$ cat src/rtl/alsaqr_credit_to_valrdy_mc.sv
// Buffers NUM_CH credit-based flit channels and merges them onto one val/rdy port via round-robin; each pop returns a yummy.
// Optional ALSAQR_CTV_OVF_DETECT_EN adds sticky overflow reporting on ovf_err/ovf_ch.
module alsaqr_credit_to_valrdy_mc #(
    parameter int DATA_WIDTH = 64,
    parameter int NUM_CH     = 3,
    parameter int DEPTH      = 4,
    localparam int CH_W      = (NUM_CH > 1) ? $clog2(NUM_CH) : 1
) (
    input  logic                         clk,
    input  logic                         reset,
    input  logic [NUM_CH*DATA_WIDTH-1:0] data_in,
    input  logic [NUM_CH-1:0]            valid_in,
    output logic [NUM_CH-1:0]            yummy_out,
    output logic [DATA_WIDTH-1:0]        data_out,
    output logic                         valid_out,
    input  logic                         ready_out,
    output logic [CH_W-1:0]              ch_out
`ifdef ALSAQR_CTV_OVF_DETECT_EN
    ,
    output logic                         ovf_err,
    output logic [CH_W-1:0]              ovf_ch
`endif
);
    localparam int AW = $clog2(DEPTH);
    localparam logic [AW:0]     FULL_CNT = (AW+1)'(DEPTH);
    localparam logic [AW:0]     CNT_ONE  = (AW+1)'(1);
    localparam logic [AW-1:0]   PTR_ONE  = AW'(1);
    localparam logic [CH_W-1:0] LAST_CH  = CH_W'(NUM_CH - 1);
    localparam logic [CH_W-1:0] CH_ONE   = CH_W'(1);

    typedef enum logic {IDLE, HOLD} state_t;

    logic [DATA_WIDTH-1:0] mem  [NUM_CH][DEPTH];
    logic [AW-1:0]         wptr [NUM_CH];
    logic [AW-1:0]         rptr [NUM_CH];
    logic [AW:0]           cnt  [NUM_CH];

    logic [NUM_CH-1:0] nonempty;
    logic [NUM_CH-1:0] full;
    logic [NUM_CH-1:0] push;
    logic [NUM_CH-1:0] pop;

    state_t          state_q, state_d;
    logic [CH_W-1:0] lock_ch_q, lock_ch_d;
    logic [CH_W-1:0] rr_q;
    logic [CH_W-1:0] scan_grant;
    logic [CH_W-1:0] grant;
    logic            handshake;

    always_comb begin
        nonempty = '0;
        full     = '0;
        for (int c = 0; c < NUM_CH; c++) begin
            nonempty[c] = (cnt[c] != '0);
            full[c]     = (cnt[c] == FULL_CNT);
        end
    end

    // A full FIFO still accepts a flit when its head leaves on the same edge.
    always_comb begin
        push = '0;
        for (int c = 0; c < NUM_CH; c++) begin
            push[c] = valid_in[c] & (~full[c] | pop[c]);
        end
    end

    assign valid_out = |nonempty;
    assign handshake = valid_out & ready_out;
    assign pop       = handshake ? (NUM_CH'(1) << grant) : '0;
    assign data_out  = valid_out ? mem[grant][rptr[grant]] : '0;
    assign ch_out    = valid_out ? grant : '0;

    always_ff @(posedge clk or posedge reset) begin
        if (reset) begin
            for (int c = 0; c < NUM_CH; c++) begin
                wptr[c] <= '0;
                rptr[c] <= '0;
                cnt[c]  <= '0;
            end
        end else begin
            for (int c = 0; c < NUM_CH; c++) begin
                if (push[c]) wptr[c] <= wptr[c] + PTR_ONE;
                if (pop[c])  rptr[c] <= rptr[c] + PTR_ONE;
                if (push[c] && !pop[c])      cnt[c] <= cnt[c] + CNT_ONE;
                else if (!push[c] && pop[c]) cnt[c] <= cnt[c] - CNT_ONE;
            end
        end
    end

    always_ff @(posedge clk) begin
        for (int c = 0; c < NUM_CH; c++) begin
            if (push[c]) mem[c][wptr[c]] <= data_in[c*DATA_WIDTH +: DATA_WIDTH];
        end
    end

    // First non-empty channel at or after the round-robin pointer.
    always_comb begin
        logic            found;
        int              idx;
        logic [CH_W-1:0] idx_c;
        found      = 1'b0;
        idx        = 0;
        idx_c      = '0;
        scan_grant = '0;
        for (int i = 0; i < NUM_CH; i++) begin
            idx = int'(rr_q) + i;
            if (idx >= NUM_CH) idx = idx - NUM_CH;
            idx_c = CH_W'(idx);
            if (!found && nonempty[idx_c]) begin
                found      = 1'b1;
                scan_grant = idx_c;
            end
        end
    end

    always_comb begin
        state_d   = state_q;
        lock_ch_d = lock_ch_q;
        grant     = scan_grant;
        case (state_q)
            IDLE: begin
                if (valid_out && !ready_out) begin
                    state_d   = HOLD;
                    lock_ch_d = scan_grant;
                end
            end
            HOLD: begin
                grant = lock_ch_q;
                if (ready_out) state_d = IDLE;
            end
            default: state_d = IDLE;
        endcase
    end

    always_ff @(posedge clk or posedge reset) begin
        if (reset) begin
            state_q   <= IDLE;
            lock_ch_q <= '0;
            rr_q      <= '0;
            yummy_out <= '0;
        end else begin
            state_q   <= state_d;
            lock_ch_q <= lock_ch_d;
            yummy_out <= pop;
            if (handshake) rr_q <= (grant == LAST_CH) ? '0 : grant + CH_ONE;
        end
    end

`ifdef ALSAQR_CTV_OVF_DETECT_EN
    logic [NUM_CH-1:0] ovf_hit;
    logic [CH_W-1:0]   ovf_low;

    // Descending scan so the lowest overflowing channel wins.
    always_comb begin
        ovf_hit = '0;
        ovf_low = '0;
        for (int c = NUM_CH - 1; c >= 0; c--) begin
            ovf_hit[c] = valid_in[c] & full[c] & ~pop[c];
            if (ovf_hit[c]) ovf_low = CH_W'(c);
        end
    end

    always_ff @(posedge clk or posedge reset) begin
        if (reset) begin
            ovf_err <= 1'b0;
            ovf_ch  <= '0;
        end else if (!ovf_err && (|ovf_hit)) begin
            ovf_err <= 1'b1;
            ovf_ch  <= ovf_low;
        end
    end
`endif

endmodule

$ cat config.mk
export PLATFORM = sky130hd
export DESIGN_NAME = alsaqr_credit_to_valrdy_mc
export DESIGN_NICKNAME = d
export VERILOG_FILES = /design/src/rtl/alsaqr_credit_to_valrdy_mc.sv
export SDC_FILE = /design/constraint.sdc
export NUM_CORES = 1
export LEC_CHECK = 0
export CAP_MARGIN = 20
export CORE_MARGIN = 3
export CORE_UTILIZATION = 46
export CTS_CLUSTER_DIAMETER = 30
export DETAILED_ROUTE_END_ITERATION = 16
export GPL_TIMING_DRIVEN = 0
export PLACE_DENSITY = 0.75
export SLEW_MARGIN = 20
export SYNTH_ARGS = -nofsm -noshare
export SYNTH_HDL_FRONTEND = slang
export SYNTH_SLANG_ARGS = --single-unit
$ cat constraint.sdc
create_clock -name clk -period 5.2 [get_ports clk]
set_input_delay 1.3 -clock clk [delete_from_list [all_inputs] [get_ports clk]]
set_output_delay 1.3 -clock clk [all_outputs]
set_load 0.1 [all_outputs]
==> results of run 1 <==
-- routing by layer --
| layer | track usage, % | share of wire [%] | up-vias |
|---|---|---|---|
| li1 | - | - | 8413 |
| met1 | 30.23 | 37 | 9900 |
| met2 | 41.70 | 50 | 1073 |
| met3 | 7.690 | 9.2 | 230 |
| met4 | 10.99 | 3.1 | 20 |
| met5 | 0 | 0.16 | - |
-- state kept, by name, indices dropped and copies added, names as in the netlist --
| register | flops |
|---|---|
| cnt | 9 |
| lock_ch_q | 2 |
| mem | 768 |
| rptr | 6 |
| rr_q | 2 |
| state_q | 1 |
| wptr | 6 |
| yummy_out | 3 |
-- cells by family after synthesis --
family / after synthesis / share of synthesized area (%)
adder cells (fa/ha/maj): 20 / 0.8552
flip-flops: 797 / 74.58
AO/OA/AOI/OAI: 340 / 6.998
multiplexers: 389 / 12.73
AND/OR/NAND/NOR: 190 / 2.585
XOR/XNOR: 18 / 0.4943
buffers and inverters: 133 / 1.757
-- cells in the mapped netlist (3+ instances only) --
cell type	number	share of area, %
a21oi_1	126	2.0
a22oi_1	126	3.0
and2_1	13	0.25
and3_1	4	0.078
buf_1	6	0.071
buf_2	7	0.11
buf_6	6	0.21
clkbuf_1	95	1.1
dfrtp_1	29	2.3
edfxtp_1	768	72
fa_1	3	0.19
ha_1	17	0.67
inv_1	16	0.19
mux2_1	9	0.32
mux2_2	124	4.4
mux2i_1	256	8.0
nand2_1	141	1.7
nand3_1	6	0.094
nor2_1	12	0.14
nor3_1	5	0.078
nor3_2	3	0.094
o21a_1	4	0.094
o22ai_1	63	1.2
o311ai_0	3	0.082
xnor2_1	9	0.25
xor2_1	9	0.25
-- repair_timing --
item / CTS / global route
gates cloned: 0 / 0
resized for setup: 765 / 77
endpoints found under the hold margin: 0 / 0
buffers inserted: 11 / 2
pin swaps: 12 / 6
endpoints found under the setup margin: 66 / 65
-- critical path: cells and delay by family (launching register included) --
family	cells	cell delay, ns
buffers and inverters	5	1.06
DFF	1	0.37
adders and majority gates	1	0.30
and+or+nand+nor	1	0.30
AOI/OAI and AO/OA	4	1.09
-- path summary, 6_finish.rpt --
| check | end | slack [ns] | depth (start not counted) |
|---|---|---|---|
| worst max-delay path | data_out[47] | 0.06 | 11 |
| worst min-delay path | lock_ch_q[0] | 0.53 | 2 |
| worst max register to register | mem[2][38] | 0.95 | 11 |
| worst min register to register | lock_ch_q[0] | 0.53 | 2 |
| max in group asynchronous | wptr[2] | 3.78 | 2 |
| min in group asynchronous | cnt[1] | 1.00 | 2 |
-- area by class of cell --
class                      instances  share of cell area [%]
timing repair buffer             293                   8.545
clock inverter                   106                   2.816
clock buffer                     169                   8.851
antenna                           18                  0.1040
multi-input combinational        957                   20.20
sequential                       797                   54.91
tap                              921                   2.660
buffer                           116                   1.776
inverter                          17                  0.1473
-- stage by stage --
| stage | area (um^2) | util [%] |
|---|---|---|
| 6_report | 43330 | 63.83 |
| 5_1_grt | 43300 | 63.79 |
| 4_1_cts | 42990 | 63.33 |
| 3_5_place_dp | 36480 | 53.75 |
| 3_3_place_gp | 36110 | 53.20 |
| 2_1_floorplan | 32280 | - |
==> flow_summary.toml, run 1 <==
[synth]
synth_area_per_cell_um2 = 16.90
yosysWarnings = 0
syn-instance-count = 1887
synth-seq-cells = 797
synthArstFlopShare_pct = 3.639
netlist_area_um2 = 31900
synth_edf_count = 768
syn-num-nets = 2105
synth_top_flop_cell = "edfxtp_1"
synth_cell_types = 46
ys_seq_area_share_pct = 74.58

[routing]
num_vias = 19640
dr.pass1.iters = 5
drtIter0Drc = 2042
drt-total-wl_mm = 92.11
wl_per_cell_um = 27.14
drtAntennaViolNets = 0
viasPerCell = 5.786
drc = 0

[layout]
ff_latch_area_um2 = 23790
multi_input_area_um2 = 8750
nets = 2549
syn_to_final_growth_pct = 35.83
fillers = 4567
final_common_cell = "edfxtp_1"
drive_gt1_share_pct = 28.23
final_cell_mix = "edfxtp_1 (768), mux2i_1 (256), clkdlybuf4s50_1 (201), clkbuf_16 (150), nand2_1 (141)"
instances_no_fill = 3394

[floorplanning]
fp-row-count = 95
die_x_um = 269.3
coreArea_um2 = 67870
dieArea_um2 = 72530
io_pins = 268
start_util_pct = 46.99
die_y_um = 269.3

[clock_tree]
clockRootBuffer = "clkbuf_16"
clk_pin_slew_ns = 0.04
cts_hold_buf = 0
cts_max_path_buffers = 3
cts_max_level = 4
insertion_delay_ns = 0.72
cts_tree = "yes"
numCtsBuffers = 149
clkSinkCount = 797

[timing]
finalMaxSlewViolations = 0
finalHoldViolations = 0
worstMarginPinSlew_ns = 1.110
fin_skew_ns = 0.02347
fin_ws_ns = 0.05976
min_period_ns = 5.140
fin_hold_ws_ns = 0.5316
finalCritPeriodShare_pct = 98.85
max_freq_ghz = 0.1945
setup_viol = 0
relSlewSlack_pct = 26.03
rsz0062_at_grt = "true"
tns_ns = 0

[placement]
dp_slack_ns = -1.016
dp_hpwl_mm = 57.52
placed_cells = 3088
gp_congestion = 0.8034
portBuffers = 267

[setup_path]
worstSetupEndpointType = "output port"
path_cells = "inv_1 > ha_4 > nor4b_4 > o31ai_4 > o41ai_4 > buf_4 > buf_6 > clkbuf_2 > a22oi_1 > o22ai_4 > buf_12"
critPathKind = "flip-flop to output port"
r2r-start = "rr_q[0]"
crit_fanout = 10
arrival_ns = 3.84
critPathLaunch = "rr_q[0]"
cp_slowest_cell = "o41ai_4"
required_ns = 3.90
critPathMaxStageDelay_ns = 0.46
start_kind = "flip-flop"

[outcome]
status = "complete, no violations"

[run]
max_cap_violations = 0

[worst_hold_path]
worstHoldStart = "lock_ch_q[0]"
holdCritPathClass = "flip-flop to flip-flop"

[global_routing]
grt_overflow_total = 0
grt_pass1_vias = 20840
antenna_found_initial = 25
grt_max_degree = 40
grt_pass1_wl_mm = 134.1
grt_util_all_layers_pct = 25.05
Power of run 1 is not shown: default switching activity piles up to over one toggle a cycle in this logic, so the estimate is an artifact.
==> inputs of run 2 (changes only) <==
- SLEW_MARGIN: 20 -> 10
==> flow_summary.toml, run 2 (same netlist as run 1, synthesis figures left out) <==
[global_routing]
grt_overflow_total = 0
grt_pass1_vias = 20640
antenna_found_initial = 22
grt_max_degree = 41
grt_util_all_layers_pct = 24.70
grt_pass1_wl_mm = 132.2

[timing]
min_period_ns = 5.187
setup_viol = 0
max_freq_ghz = 0.1928
relSlewSlack_pct = 27.08
rsz0062_at_grt = "true"
finalHoldViolations = 0
finalCritPeriodShare_pct = 99.75
worstMarginPinSlew_ns = 1.094
finalMaxSlewViolations = 0
tns_ns = 0
fin_skew_ns = 0.02458

[floorplanning]
start_util_pct = 46.99
io_pins = 268
coreArea_um2 = 67870
fp-row-count = 95
die_y_um = 269.3
dieArea_um2 = 72530
die_x_um = 269.3

[run]
max_cap_violations = 0

[setup_path]
worstSetupEndpointType = "output port"
start_kind = "flip-flop"
rr_worst_depth = 9
r2r-start = "rr_q[1]"
critPathKind = "flip-flop to output port"
crit_fanout = 8
required_ns = 3.90
arrival_ns = 3.89
reg2reg_slack_ns = 1.09
timing.rr.end = "mem[2][40]"

[clock_tree]
clkSinkCount = 797
cts_max_level = 4
numCtsBuffers = 144
insertion_delay_ns = 0.72
clockRootBuffer = "clkbuf_16"
clk_pin_slew_ns = 0.05
cts_max_path_buffers = 3
cts_tree = "yes"

[routing]
wl_per_cell_um = 27.05
viasPerCell = 5.785
dr.pass1.iters = 7
drtIter0Drc = 1955
drt-total-wl_mm = 91.49
drtAntennaViolNets = 0
num_vias = 19570
drc = 0

[layout]
final_common_cell = "edfxtp_1"
drive_gt1_share_pct = 29.30
syn_to_final_growth_pct = 36.43
final_cell_mix = "edfxtp_1 (768), mux2i_1 (256), clkdlybuf4s50_1 (201), clkbuf_16 (152), nand2_1 (141)"
nets = 2549
largest_register_ffs = 768
fillers = 4566

[placement]
portBuffers = 267
dp_hpwl_mm = 57.47
gp_congestion = 0.8034

[worst_hold_path]
worstHoldStart = "lock_ch_q[1]"
holdCritPathClass = "flip-flop to flip-flop"
worstHoldPathCells = 1
holdPathEnd = "lock_ch_q[1]"

[outcome]
status = "complete, no violations"
-- run 2: routing by layer --
| metal | vias up | global-route usage (%) | share of wire [%] |
|---|---|---|---|
| li1 | 8417 | - | - |
| met1 | 9864 | 30.28 | 37 |
| met2 | 1032 | 41.26 | 50 |
| met3 | 235 | 6.668 | 9.2 |
| met4 | 22 | 10.90 | 3.4 |
| met5 | - | 0 | 0.16 |
-- run 2: critical path, stage by stage, from the launching register on --
cell,delay (ns)
dfrtp_1,0.42
ha_4,0.30
nor4b_4,0.28
o31ai_4,0.16
o41ai_4,0.64
a31oi_4,0.09
or3_4,0.41
buf_12,0.19
buf_16,0.17
o22ai_4,0.28
buf_12,0.22
-- run 2: timing repair --
item / CTS / global route
buffers inserted: 8 / 7
hold buffers: 0 / 0
pin swaps: 7 / 34
resized for setup: 707 / 200
cloned: 0 / 4
endpoints found under the hold margin: 0 / 0
endpoints found under the setup margin: 66 / 65
-- run 2: cell type report --
cell class / count / area (um^2) / share of cell area, %
Antenna cell: 15 / 37.54 / 0.08626
Buffer: 115 / 854.6 / 1.964
Clock buffer: 159 / 3755 / 8.629
Clock inverter: 103 / 1147 / 2.637
Inverter: 17 / 63.81 / 0.1466
Multi-Input combinational cell: 957 / 8847 / 20.33
Sequential cell: 797 / 23790 / 54.67
Tap cell: 921 / 1152 / 2.648
Timing Repair Buffer: 299 / 3870 / 8.893
-- run 2: how the worst max path moves through the flow --
stage	start	endpoint	slack, ns
detailed placement	rr_q[0]	data_out[61]	-1.03
global route	rr_q[1]	data_out[3]	-0.08
global placement	ready_out	mem[2][229]	-1.28
finish	rr_q[1]	data_out[3]	0.01
CTS	rr_q[0]	data_out[34]	-0.02
floorplan	rr_q[0]	data_out[61]	0.01
-- run 2: per-stage QoR --
step | hold slack, ns | utilization [%] | std cells | setup WS (ns) | instance area, um^2
floorplan | 0.4616 | - | 1887 | 0.01473 | 32280
finish | 0.5196 | 64.11 | 3383 | 0.01309 | 43520
global route | 0.5314 | 64.07 | 3372 | -0.07592 | 43490
CTS | 0.5117 | 62.64 | 3358 | -0.01571 | 42520
detailed placement | 0.4945 | 53.77 | 3088 | -1.034 | 36500
global placement | 0.4843 | 53.20 | 3075 | -1.282 | 36110
Power of run 2 is left out for the same reason.
